[config.mk]
export PLATFORM = sky130hd
export DESIGN_NAME = job_responder
export DESIGN_NICKNAME = d
export VERILOG_FILES = /design/src/rtl/job_responder.sv
export SDC_FILE = /design/constraint.sdc
export NUM_CORES = 1
export LEC_CHECK = 0
export CORE_MARGIN = 5
export CORE_UTILIZATION = 48
export CTS_CLUSTER_SIZE = 14
export DETAILED_ROUTE_END_ITERATION = 6
export MAX_ROUTING_LAYER = met4
export PLACE_DENSITY = 0.87
export SLEW_MARGIN = 20
export SYNTH_ARGS = -nofsm -noshare
export SYNTH_HDL_FRONTEND = slang
export SYNTH_SLANG_ARGS = --single-unit
[constraint.sdc]
create_clock -name clk -period 2.2 [get_ports clk]
set_input_delay 0.55 -clock clk [delete_from_list [all_inputs] [get_ports clk]]
set_output_delay 0.55 -clock clk [all_outputs]
set_load 0.005 [all_outputs]
[src/rtl/job_responder.sv]
// Worker end of the start/finish job handshake: accepts a request, runs a sel-scaled timed job, pulses finish.
// Optional: define JOB_RESPONDER_ABORT_EN to let start falling during a job abort it without finish.
module job_responder #(
    parameter int UNIT_CYCLES = 4,
    parameter int CNT_W       = 8
) (
    input  logic             clk,
    input  logic             rst,
    input  logic             start,
    input  logic [2:0]       sel,
    output logic             finish,
    output logic             busy,
    output logic [2:0]       job_id,
    output logic [CNT_W-1:0] remaining
);

    typedef enum logic [1:0] {
        IDLE     = 2'd0,
        RUN      = 2'd1,
        DONE     = 2'd2,
        WAIT_LOW = 2'd3
    } state_t;

    state_t           state_q, state_d;
    logic [2:0]       job_id_q, job_id_d;
    logic [CNT_W-1:0] rem_q, rem_d;
    logic [CNT_W-1:0] len;

    assign len = (CNT_W'(sel) + CNT_W'(1)) * CNT_W'(UNIT_CYCLES);

    always_ff @(posedge clk or negedge rst) begin
        if (!rst) begin
            state_q  <= IDLE;
            job_id_q <= '0;
            rem_q    <= '0;
        end else begin
            state_q  <= state_d;
            job_id_q <= job_id_d;
            rem_q    <= rem_d;
        end
    end

    always_comb begin
        state_d  = state_q;
        job_id_d = job_id_q;
        rem_d    = rem_q;
        case (state_q)
            IDLE: begin
                if (start) begin
                    state_d  = RUN;
                    job_id_d = sel;
                    rem_d    = len - CNT_W'(1);
                end
            end
            RUN: begin
`ifdef JOB_RESPONDER_ABORT_EN
                if (!start) begin
                    state_d = IDLE;
                    rem_d   = '0;
                end else if (rem_q == '0) begin
                    state_d = DONE;
                end else begin
                    rem_d = rem_q - CNT_W'(1);
                end
`else
                if (rem_q == '0) begin
                    state_d = DONE;
                end else begin
                    rem_d = rem_q - CNT_W'(1);
                end
`endif
            end
            DONE: begin
                rem_d   = '0;
                state_d = start ? WAIT_LOW : IDLE;
            end
            WAIT_LOW: begin
                rem_d = '0;
                if (!start) begin
                    state_d = IDLE;
                end
            end
            default: begin
                state_d  = IDLE;
                job_id_d = '0;
                rem_d    = '0;
            end
        endcase
    end

    // Moore outputs: decoded from registered state only
    assign busy      = (state_q == RUN);
    assign finish    = (state_q == DONE);
    assign job_id    = job_id_q;
    assign remaining = rem_q;

endmodule

; ---- Word-level counts from Yosys, hierarchy flattened
; Cells that the tools add are included.
[classes]
addsub = 3
n_eq_ne = 7
muxes = 8
n_reduce_logical = 6
[ops]
columns = operator, count
row1 = $pmux 8 s3, 1
row2 = $mux 8, 2
row3 = $logic_not 8->1, 1
row4 = $mux 2, 4
row5 = $pmux 2 s4, 1
row6 = $sub 8x1->8 const B, 1
row7 = $sub 6x1->7 const B, 1
row8 = $ne 2x2->1 const B, 3
row9 = $add 3x1->4 const B, 1
row10 = $eq 2x2->1 const B, 2
row11 = $reduce_and 2->1, 2
row12 = $reduce_and 3->1, 1
row13 = $eq 2x1->1 const B, 1
row14 = $logic_not 2->1, 1
row15 = $ne 2x1->1 const B, 1
row16 = $reduce_or 2->1, 1
[totals]
ff_bits = 13
inputBits = 6
output_inout_bits = 13
elab_cells = 27

; ---- Logic depth before layout (Yosys ltp)
[logic_depth]
word_depth = 4
depth_mapped = 8
mapped_depth_nobuf = 7

; ---- Worst setup path before layout
; Ideal clock, no wire load.
[synth_path]
kind = input to register
start = input sel[0]
end = register rem_q[5] (netlist: remaining[5])
setup_time_ps = 139
t_arrival_ps = 1505
t_required_ps = 2061
setup_slack_ps = 556
path_stages = 6
n_path_buf = 0
cell_sequence = ha_1 nand2b_1 xnor2_1 a21o_1 a31oi_1 o21ai_0
[synth_between]
elab_chain_len = 4
[synth_lines]
columns = element, line
row1 = from (decl), 10  ; input logic [2:0] sel,
row2 = $add 3x1->4, 29  ; assign len = (CNT_W'(sel) + CNT_W'(1)) * CNT_W'(UNIT_CYCLES);
row3 = $sub 6x1->7, 52  ; rem_d = len - CNT_W'(1);
row4 = $mux 8, 49  ; if (start) begin
row5 = $pmux 8 s3, 47  ; case (state_q)
row6 = to (signal assigned), 39  ; rem_q <= rem_d;
row7 = to (decl), 26  ; logic [CNT_W-1:0] rem_q, rem_d;
; No other way between the ends. The select of a mux whose other input is x is not followed.
; A chain may end at the register's enable or synchronous reset.

; ---- Worst setup path after layout
[layout_path]
start = register state_q[1]
end = output busy
[layout_between]
elab_chain_len = 1
[layout_lines]
columns = element, line
row1 = from (decl), 24  ; state_t state_q, state_d;
row2 = from (signal assigned), 37  ; state_q <= state_d;
row3 = $eq 2x1->1, 92  ; assign busy = (state_q == RUN);
row4 = to (decl), 12  ; output logic busy,
; No other way between the ends.

==> summary by stage <==
Worst setup path
STA classifies the critical path startpoint as a flip-flop. Along the worst path, the maximum fanout reaches 9. The required time at the endpoint of the critical path is 1650 ps. The arrival time reported for the critical path endpoint is 1550 ps. The element type at the critical path end is an output port.

The setup path with the least slack is of type flip-flop to output port.

Yosys
The Yosys warning count is 0. The sequential element share of the synthesized area is 38.9%. Yosys mapped the design onto 33 distinct sky130hd cell types. Yosys mapped a number of flops with a built-in enable equal to 0. Summing every instance area after synthesis gives 837 um^2. After Yosys synthesis, XOR and XNOR cells account for 4.19% of the synthesized area.

After Yosys synthesis, and, or, nand and nor cells account for 19.4% of the synthesized area. In the synthesized netlist, the number of instances is 87. The adder-cell area share of the yosys netlist is 4.48%. The synthesized netlist devotes 22.1% of its cell area to compound gates. The flip-flop and latch count after synthesis is 13. The most frequently used flop master after synthesis is sky130_fd_sc_hd__dfrtp_1.

The largest total area in the synthesized netlist belongs to sky130_fd_sc_hd__dfrtp_1. By area the synthesized netlist is led by sky130_fd_sc_hd__dfrtp_1, sky130_fd_sc_hd__ha_1, sky130_fd_sc_hd__o21ai_0. By instance count, the leading cell after synthesis is sky130_fd_sc_hd__dfrtp_1. The proportion of synthesized flip-flops having asynchronous set or reset is 100%. In the synthesized netlist, the cells that appear most often are sky130_fd_sc_hd__dfrtp_1, sky130_fd_sc_hd__nand2_1, sky130_fd_sc_hd__nor2_1. The number of nets in the synthesized netlist is 96. The synthesized area per cell is 9.62 um^2. The share of cell area taken by muxes after synthesis is 4.04%. The main combinational cell family by area after synthesis is compound AO/OA/AOI/OAI gates. The top cell type by area accounts for 38.9% of the synthesized area.

Placement
The placement-stage cell area is 1040 um^2. Buffers placed on the I/O ports in this run total 18. The routability congestion estimate from global placement is 0.910.

Once detailed placement completed, the half-perimeter wirelength came to 1450 um.

Timing
Setup violations remaining at the end of the flow were counted as 0. The headroom to the max-slew limit is 62.0%. The post-route minimum period is 2100 ps. Setup repair after global routing left no endpoint under its margin. The final number of max-transition violations is 0. The slew at the pin closest to its max-slew limit is 569 ps. Setup total negative slack on the finished layout was measured at 0 ps. The count of endpoints failing hold in the final timing report was 0. For this run, the top clock speed supported by timing is 477 MHz. The final setup skew is 5.72 ps. The final clock period utilization by the worst path is 95.3%.

Final layout
The post-route netlist has 17.1% of its cells at a drive strength greater than 1. The repair_antennas step left the layout with diodes totalling 0. The layout overhead on the synthesized area is 27.7%.

The number of fillers in the final layout is 127. After routing the design area is 1070 um^2. At the end of the flow, the number of nets in the layout was 121.

Floorplanning
The floorplan core area is 1690 um^2. The site row count is 15. The boundary pin count is 19. In this run the horizontal extent of the chip is 51.8 um.

The die covers 2680 um^2. For this configuration, the core starts out at a cell density of 49.6%. The vertical die dimension is 51.8 um.

Pwr
In this run the power density over the cells is 1400 nW/um^2. The worst-case vdd ir drop is 0.000823 V. The leakage power is 0.479 nW.

Clock network
For this design, the sink count on the clock tree is 13. The number of buffers between clock root and the deepest sink is 2. The total number of H-tree levels is 1.

Clock-pin slew was measured on the worst setup and hold paths at 70 ps. The total setup buffers inserted after CTS is 0. The post-cts gate resize count is 0. The root buffer cell is sky130_fd_sc_hd__clkbuf_4. After clock tree synthesis, the flow added hold-fix buffers numbering 0. At the later pin of the worst-skew pair, clock insertion delay measures 280 ps. The TritonCTS clock tree is done. The number of clock buffers added by TritonCTS is 3.

Route
Dividing the detail-routed wire length by the instance count gives 14.5 um. The number of nets with antenna violations after routing is 0. The final layout contains routed wiring with a total length of 1860 um.

In the routed design, unresolved DRC markers number 0. The number of vias per cell is 5.87. Before antenna repair, the detailed router went through 4 iterations. The final route contains 751 vias. The number of violations reported at the end of detailed-routing iteration 0 is 27.

Global routing
For this run the aggregate overflow at the end of global routing stands at 0. The number of global-route vias before repair is 707. Entering global routing, the biggest net connects 14 pins. The number of antenna violations at the first check in global routing is 0. The first global-routing pass estimated 3190 um of wire. The global-route total usage across every layer is 16.4%.

Min path
The path class of the tightest hold or removal check is flip-flop to flip-flop.

Outcome
The flow ran to the end, and the final reports show no timing, DRC or antenna violations.

Job
The tool flagged a number of max-cap violations equal to 0.
-- kinds of logic after synthesis --
logic type	Yosys count
XOR/XNOR	4
flip-flops	13
AO/OA/AOI/OAI	27
buffers and inverters	8
multiplexers	3
adder cells (fa/ha/maj)	3
AND/OR/NAND/NOR	29
-- worst paths after layout --
kind                       cells past startpoint  slack [ps]          from      endpoint
setup / recovery                               3         100    state_q[1]          busy
hold / removal                                 1         510     job_id[1]     job_id[1]
setup reg to reg                               8         380  remaining[0]  remaining[2]
hold reg to reg                                1         510     job_id[1]     job_id[1]
max in group asynchronous                      1        1160           rst    state_q[1]
min in group asynchronous                      1         630           rst  remaining[7]
-- registers in the layout, summed over array words and instances, names as in the netlist --
register	cells
state_q	2
job_id	3
remaining	8
-- area by class of cell --
class                           count  area (um^2)  area share [%]
Clock buffer                        4         26.3            2.46
Tap cell                           17         21.3            1.99
Multi-Input combinational cell     66          454            42.5
Sequential cell                    13          328            30.7
Timing Repair Buffer               23          218            20.4
Inverter                            5         21.3            1.99
-- routing by layer --
layer  global-route usage [%]  vias to the layer above  wire length, um
met5                        -                        -                0
met4                     10.5                        0               51
met3                     1.15                        5               81
met2                     27.3                       23              929
met1                     19.1                      356              794
li1                         -                      367                -
-- placed cells by master, fill, tap and decap left out, types with 4 or more instances in the layout --
master	n
sky130_fd_sc_hd__clkdlybuf4s50_1	18
sky130_fd_sc_hd__dfrtp_1	11
sky130_fd_sc_hd__nor2_1	8
sky130_fd_sc_hd__nand2_1	8
sky130_fd_sc_hd__o21ai_0	7
sky130_fd_sc_hd__a21oi_1	6
sky130_fd_sc_hd__buf_4	5
sky130_fd_sc_hd__inv_1	4
-- worst max-delay path, stage by stage, from the launching register on --
cell and delay [ps]:
sky130_fd_sc_hd__dfrtp_2 480, sky130_fd_sc_hd__nand2b_4 200, sky130_fd_sc_hd__inv_4 90, sky130_fd_sc_hd__clkdlybuf4s50_1 500
-- per-stage QoR --
| stage | worst slack (ps) | hold WS, ps | total power, mW | cells | util [%] |
|---|---|---|---|---|---|
| 2_1_floorplan | 556 | 254 | 1.03 | 87 | - |
| 3_3_place_gp | 61.6 | 497 | 1.33 | 124 | 61.6 |
| 3_5_place_dp | 14.8 | 503 | 1.35 | 124 | 61.6 |
| 4_1_cts | 33.9 | 520 | 1.51 | 128 | 63.1 |
| 5_1_grt | 53.3 | 554 | 1.62 | 128 | 63.3 |
| 6_report | 103 | 514 | 1.50 | 128 | 63.3 |
-- power breakdown --
group / switching (mW) / internal [mW]
Combinational: 0.376 / 0.461
Clock: 0.0792 / 0.0704
Sequential: 0.152 / 0.359
Total: 0.607 / 0.891
(Power assumes the default switching activity.)
==> RTL edit 1: new RTL, same flow settings <==
The parameter `CNT_W` goes from 8 to 10.
--- a/src/rtl/job_responder.sv
+++ b/src/rtl/job_responder.sv
@@ -2,7 +2,7 @@
 // Optional: define JOB_RESPONDER_ABORT_EN to let start falling during a job abort it without finish.
 module job_responder #(
     parameter int UNIT_CYCLES = 4,
-    parameter int CNT_W       = 8
+    parameter int CNT_W       = 10
 ) (
     input  logic             clk,
     input  logic             rst,
Interface: changed (resized remaining); port bits go from 19 to 21. No check against the original RTL was run, so the function may have changed too.
==> RTL edit 1 against the unedited design <==
Wire length grew 24%; worst setup slack gained 0.029 ns; via count grew 24%; global-route usage grew 2.2 points; register-to-register slack lost 0.21 ns; clock skew grew 0.0048 ns; power grew 5.6%; area after synthesis grew 14%; maximum frequency grew 1.4%; critical path depth is the same; final area grew 20%; sequential cell count grew 2; first-iteration DRC count shrank 19%; critical path type unchanged.
==> RTL edit 1: results (changes against the unedited design) <==
[sta]
finClkSkew_ns = 0.0105  ; +0.00476 ns
tightest_slew_ns = 0.432  ; -0.137 ns

[global_route]
grt_max_degree = 16  ; +2
use_met1_pct = 24.5  ; +5.4 points
grtUsageMet2_pct = 28.9  ; +1.6 points
grt_pass1_wl_mm = 3.88  ; +22%
grt_pass1_vias = 895  ; +27%
grtUsageTotal_pct = 18.6  ; +2.2 points
grt_use_met3_pct = 2.45  ; +1.3 points

[clock_network]
clkTransAtPathRegs_ns = 0.10  ; +0.03 ns
h-tree-depth = 1  ; unchanged
post_cts_resized = 0  ; unchanged

[placed_design]
dpl.hpwl_mm = 1.82  ; +26%
numPortBuffers = 20  ; +2
dpl_cell_area_mm2 = 0.00125  ; +21%
placedCellCount = 164  ; +32%
gp_congestion = 0.905  ; -0.64%
pre_cts_slack_ns = 0.0502  ; +0.0355 ns

[power_and_ir_drop]
peakVddDrop_uv = 740  ; -10%
power_switching_mw = 0.605  ; -0.36%
p_leak_nw = 0.567  ; +18%

[logic_synthesis]
synth_common_cells = dfrtp_1, nor2_1, nand2_1
netlist_top_cells_area = dfrtp_1, nor2_1, nor3_1
synth_mux_area_share_pct = 1.18  ; -2.9 points
synthXorXnorAreaFrac_pct = 2.76  ; -1.4 points
postSynthAreaPerCell_um2 = 8.72  ; -9.3%
synth_compound_area_share_pct = 22.5  ; +0.38 points
synth_fa_ha_area_share_pct = 2.63  ; -1.9 points
syn_nets = 117  ; +22%
ys_types = 35  ; +6.1%
synth_top_family_by_area = simple AND/OR/NAND/NOR gates
yosysSeqAreaShare_pct = 39.5  ; +0.61 points

[route]
routed-wl-met2_mm = 1.10  ; +18%
ant_nets = 0  ; unchanged
vias = 933  ; +24%
drt-initial-drc-count = 22  ; -19%
wl_met1_mm = 1.06  ; +34%
wl_mm = 2.31  ; +24%
wl_met3_um = 129  ; +59%

[final_layout]
largest_register_ffs = 10  ; +2
drive_gt1_share_pct = 17.7  ; +0.61 points
finalNonFillerCells = 168  ; +31%
final_nets = 150  ; +24%
fill_cells = 159  ; +25%

[worst_setup_path]
cp_max_fo = 6  ; -3

[outcome]
outcome = finished, final reports clean

[RTL edit 1: cell types whose count changed after synthesis, sizes merged, moves of 2 or more]
cell,change
a31o,+2
a32oi,-2
and2,+2
dfrtp,+2
mux2,-2
nand3,+2
nor2,+7
nor3,+5
o21a,+2
or4,+3
[RTL edit 1: final timing paths]
kind | end | cells past startpoint | startpoint | slack [ns]
setup / recovery | busy | 3 | state_q[1] | 0.13
hold / removal | job_id[1] | 1 | job_id[1] | 0.52
setup reg to reg | remaining[5] | 5 | remaining[4] | 0.17
hold reg to reg | job_id[1] | 1 | job_id[1] | 0.52
max in group asynchronous | job_id[1] | 2 | rst | 1.44
min in group asynchronous | remaining[1] | 2 | rst | 0.57
[RTL edit 1: cells by family (layout without fill, tap and decap cells)]
kind of cell,after synthesis,in the layout
XOR/XNOR,3,3
AND/OR/NAND/NOR,49,49
adder cells (fa/ha/maj),2,2
flip-flops,15,15
multiplexers,1,1
AO/OA/AOI/OAI,30,30
buffers and inverters,9,41
[RTL edit 1: cell type report]
type | count | area, um2 | area share [%]
Multi-Input combinational cell | 85 | 541 | 42.1
Sequential cell | 15 | 375 | 29.3
Timing Repair Buffer | 31 | 283 | 22.0
Tap cell | 27 | 33.8 | 2.63
Clock buffer | 3 | 22.5 | 1.76
Inverter | 6 | 22.5 | 1.76
Clock inverter | 1 | 5.00 | 0.390
[RTL edit 1: power by group through the flow]
stage | sequential, mW | combinational, mW | clock [mW]
5_1_grt | 0.544 | 1.00 | 0.186
3_3_place_gp | 0.519 | 0.889 | 0
6_report | 0.523 | 0.902 | 0.158
4_1_cts | 0.525 | 0.909 | 0.163
2_1_floorplan | 0.546 | 0.434 | 0
3_5_place_dp | 0.531 | 0.905 | 0
==> RTL edit 2: new RTL, same flow settings <==
Made on the original files. Add an input register stage for `sel`, with the module's reset; this delays it by one clock. The other inputs are not delayed to match.
--- a/src/rtl/job_responder.sv
+++ b/src/rtl/job_responder.sv
@@ -21,12 +21,22 @@
         WAIT_LOW = 2'd3
     } state_t;
 
+    logic [2:0] sel_q;
+
+    always_ff @(posedge clk or negedge rst) begin
+        if (!rst) begin
+            sel_q <= '0;
+        end else begin
+            sel_q <= sel;
+        end
+    end
+
     state_t           state_q, state_d;
     logic [2:0]       job_id_q, job_id_d;
     logic [CNT_W-1:0] rem_q, rem_d;
     logic [CNT_W-1:0] len;
 
-    assign len = (CNT_W'(sel) + CNT_W'(1)) * CNT_W'(UNIT_CYCLES);
+    assign len = (CNT_W'(sel_q) + CNT_W'(1)) * CNT_W'(UNIT_CYCLES);
 
     always_ff @(posedge clk or negedge rst) begin
         if (!rst) begin
@@ -48,7 +58,7 @@
             IDLE: begin
                 if (start) begin
                     state_d  = RUN;
-                    job_id_d = sel;
+                    job_id_d = sel_q;
                     rem_d    = len - CNT_W'(1);
                 end
             end
Behaviour: not the same (Yosys sat finds a counterexample within 4 cycles, from zero or initial values and one cycle with rst low).
==> RTL edit 2 against the unedited design <==
Wire length is 15% higher; register-to-register slack worse by 0.23 ns; worst setup slack worse by 0.024 ns; power is 10% higher; area after synthesis is 9.1% higher; sequential cell count is 3 higher; final area is 12% higher; sequential share of layout area is 2.9 points higher; global-route usage is 1.8 points higher; clock power is 31% higher; critical path type unchanged.
==> RTL edit 2: results (changes against the unedited design) <==
[outcome]
outcome = finished, final reports clean

[final_layout]
antenna_cells = 0  ; unchanged
final_nets = 128  ; +5.8%
drive_gt1_share_pct = 15.3  ; -1.9 points

[logic_synthesis]
synth_common_cells = dfrtp_1, nor2_1, o21ai_0
yosys_warnings = 0  ; unchanged
synthArstFlopShare_pct = 100  ; unchanged
postSynthAreaPerCell_um2 = 9.82  ; +2.1%
yosysSeqAreaShare_pct = 43.8  ; +5.0 points
netlist_top_cells_area = dfrtp_1, o21ai_0, ha_1
syn_nets = 102  ; +6.3%
ys_types = 36  ; +9.1%

[global_route]
grt_pass1_vias = 819  ; +16%
grtUsageMet2_pct = 27.6  ; +0.22 points
use_met1_pct = 23.1  ; +3.9 points
grt_pass1_wl_mm = 3.69  ; +16%
grt_antenna_before_repair = 0  ; unchanged
grtUsageTotal_pct = 18.2  ; +1.8 points
grt_max_degree = 17  ; +3
grt_use_met3_pct = 4.16  ; +3.0 points

[worst_setup_path]
rr_worst_depth = 6  ; -2
critPathArrivalTime_ns = 1.57  ; +0.02 ns
cp_max_fo = 4  ; -5
slowest_stage = clkdlybuf4s50_1
slowest_delay_ns = 0.54  ; +0.04 ns
r2r_setup_slack_ns = 0.15  ; -0.23 ns
cp_top_family = buffers and inverters
r2r_end = remaining[5]
reg2reg_from = remaining[0]
crit_end = busy

[placed_design]
placedCellCount = 137  ; +10%
pre_cts_slack_ns = 0.191  ; +0.176 ns
gp_congestion = 0.888  ; -2.5%
dpl_cell_area_mm2 = 0.00114  ; +10%
dpl.hpwl_mm = 1.60  ; +10%

[sta]
slew-limit-headroom_pct = 70.1  ; +8.1 points
setup_ws_ns = 0.0795  ; -0.0236 ns
finClkSkew_ns = 0.00618  ; +0.000456 ns

[clock_network]
cts_buffers = 3  ; unchanged
cts_hold_buffers = 0  ; unchanged
cts_buffer_depth = 2  ; unchanged
h-tree-depth = 1  ; unchanged
clkTransAtPathRegs_ns = 0.10  ; +0.03 ns
clk_latency_ns = 0.29
clockRootBuffer = clkbuf_4

[route]
top_layer_used = met4
wl_mm = 2.14  ; +15%
wl_met1_um = 932  ; +17%
drt-initial-drc-count = 45  ; +67%
wire_per_inst_um = 15.0  ; +3.1%
wl_met3_um = 118  ; +46%
routed-wl-met2_mm = 1.06  ; +14%
vias_per_cell = 5.69  ; -3.0%

[power_and_ir_drop]
peakVddDrop_uv = 934  ; +13%
p_leak_nw = 0.500  ; +4.5%

RTL edit 2: how the worst min path moves through the flow:
stage              start         to  slack, ns
5_1_grt        job_id[0]  job_id[0]       0.54
2_1_floorplan        rst  job_id[0]       0.25
3_3_place_gp   job_id[1]  job_id[1]       0.49
4_1_cts        job_id[0]  job_id[0]       0.53
6_report       job_id[0]  job_id[0]       0.53
3_5_place_dp   job_id[0]  job_id[0]       0.49
RTL edit 2: where the power goes:
part	total [mW]	internal, mW	switching, mW
clock	0.196	0.101	0.0954
combinational	0.920	0.490	0.429
sequential	0.536	0.414	0.122
RTL edit 2: logic make-up (layout without fill, tap and decap cells):
group	count (synthesis)	in the layout	share of synthesized area [%]
flip-flops	16	16	43.8
AO/OA/AOI/OAI	27	27	21.2
XOR/XNOR	4	4	3.84
multiplexers	3	3	3.70
buffers and inverters	8	33	3.29
adder cells (fa/ha/maj)	3	3	4.11
AND/OR/NAND/NOR	32	32	20.0
RTL edit 2: layout make-up:
class                   instances  area (um2)
flip-flops and latches         16         402
clock buffers                   4        36.3
fillers                       154         568
well taps                      25        31.3
inverters                       5        18.8
multi-input cells              69         483
repair buffers                 24         225
RTL edit 2: repair_timing:
| action | CTS | global route |
|---|---|---|
| buffers inserted | 0 | 2 |
| endpoints found under the setup margin | 1 | 1 |
| pin swaps | 0 | 0 |
| gates cloned | 0 | 0 |
| resized for setup | 1 | 0 |
RTL edit 2: worst reg2reg max path, stage by stage (launching register included):
cell and delay [ns]:
dfrtp_1 0.44, inv_1 0.10, ha_1 0.21, or4b_4 0.53
o31ai_4 0.38, inv_2 0.07, a32o_1 0.22
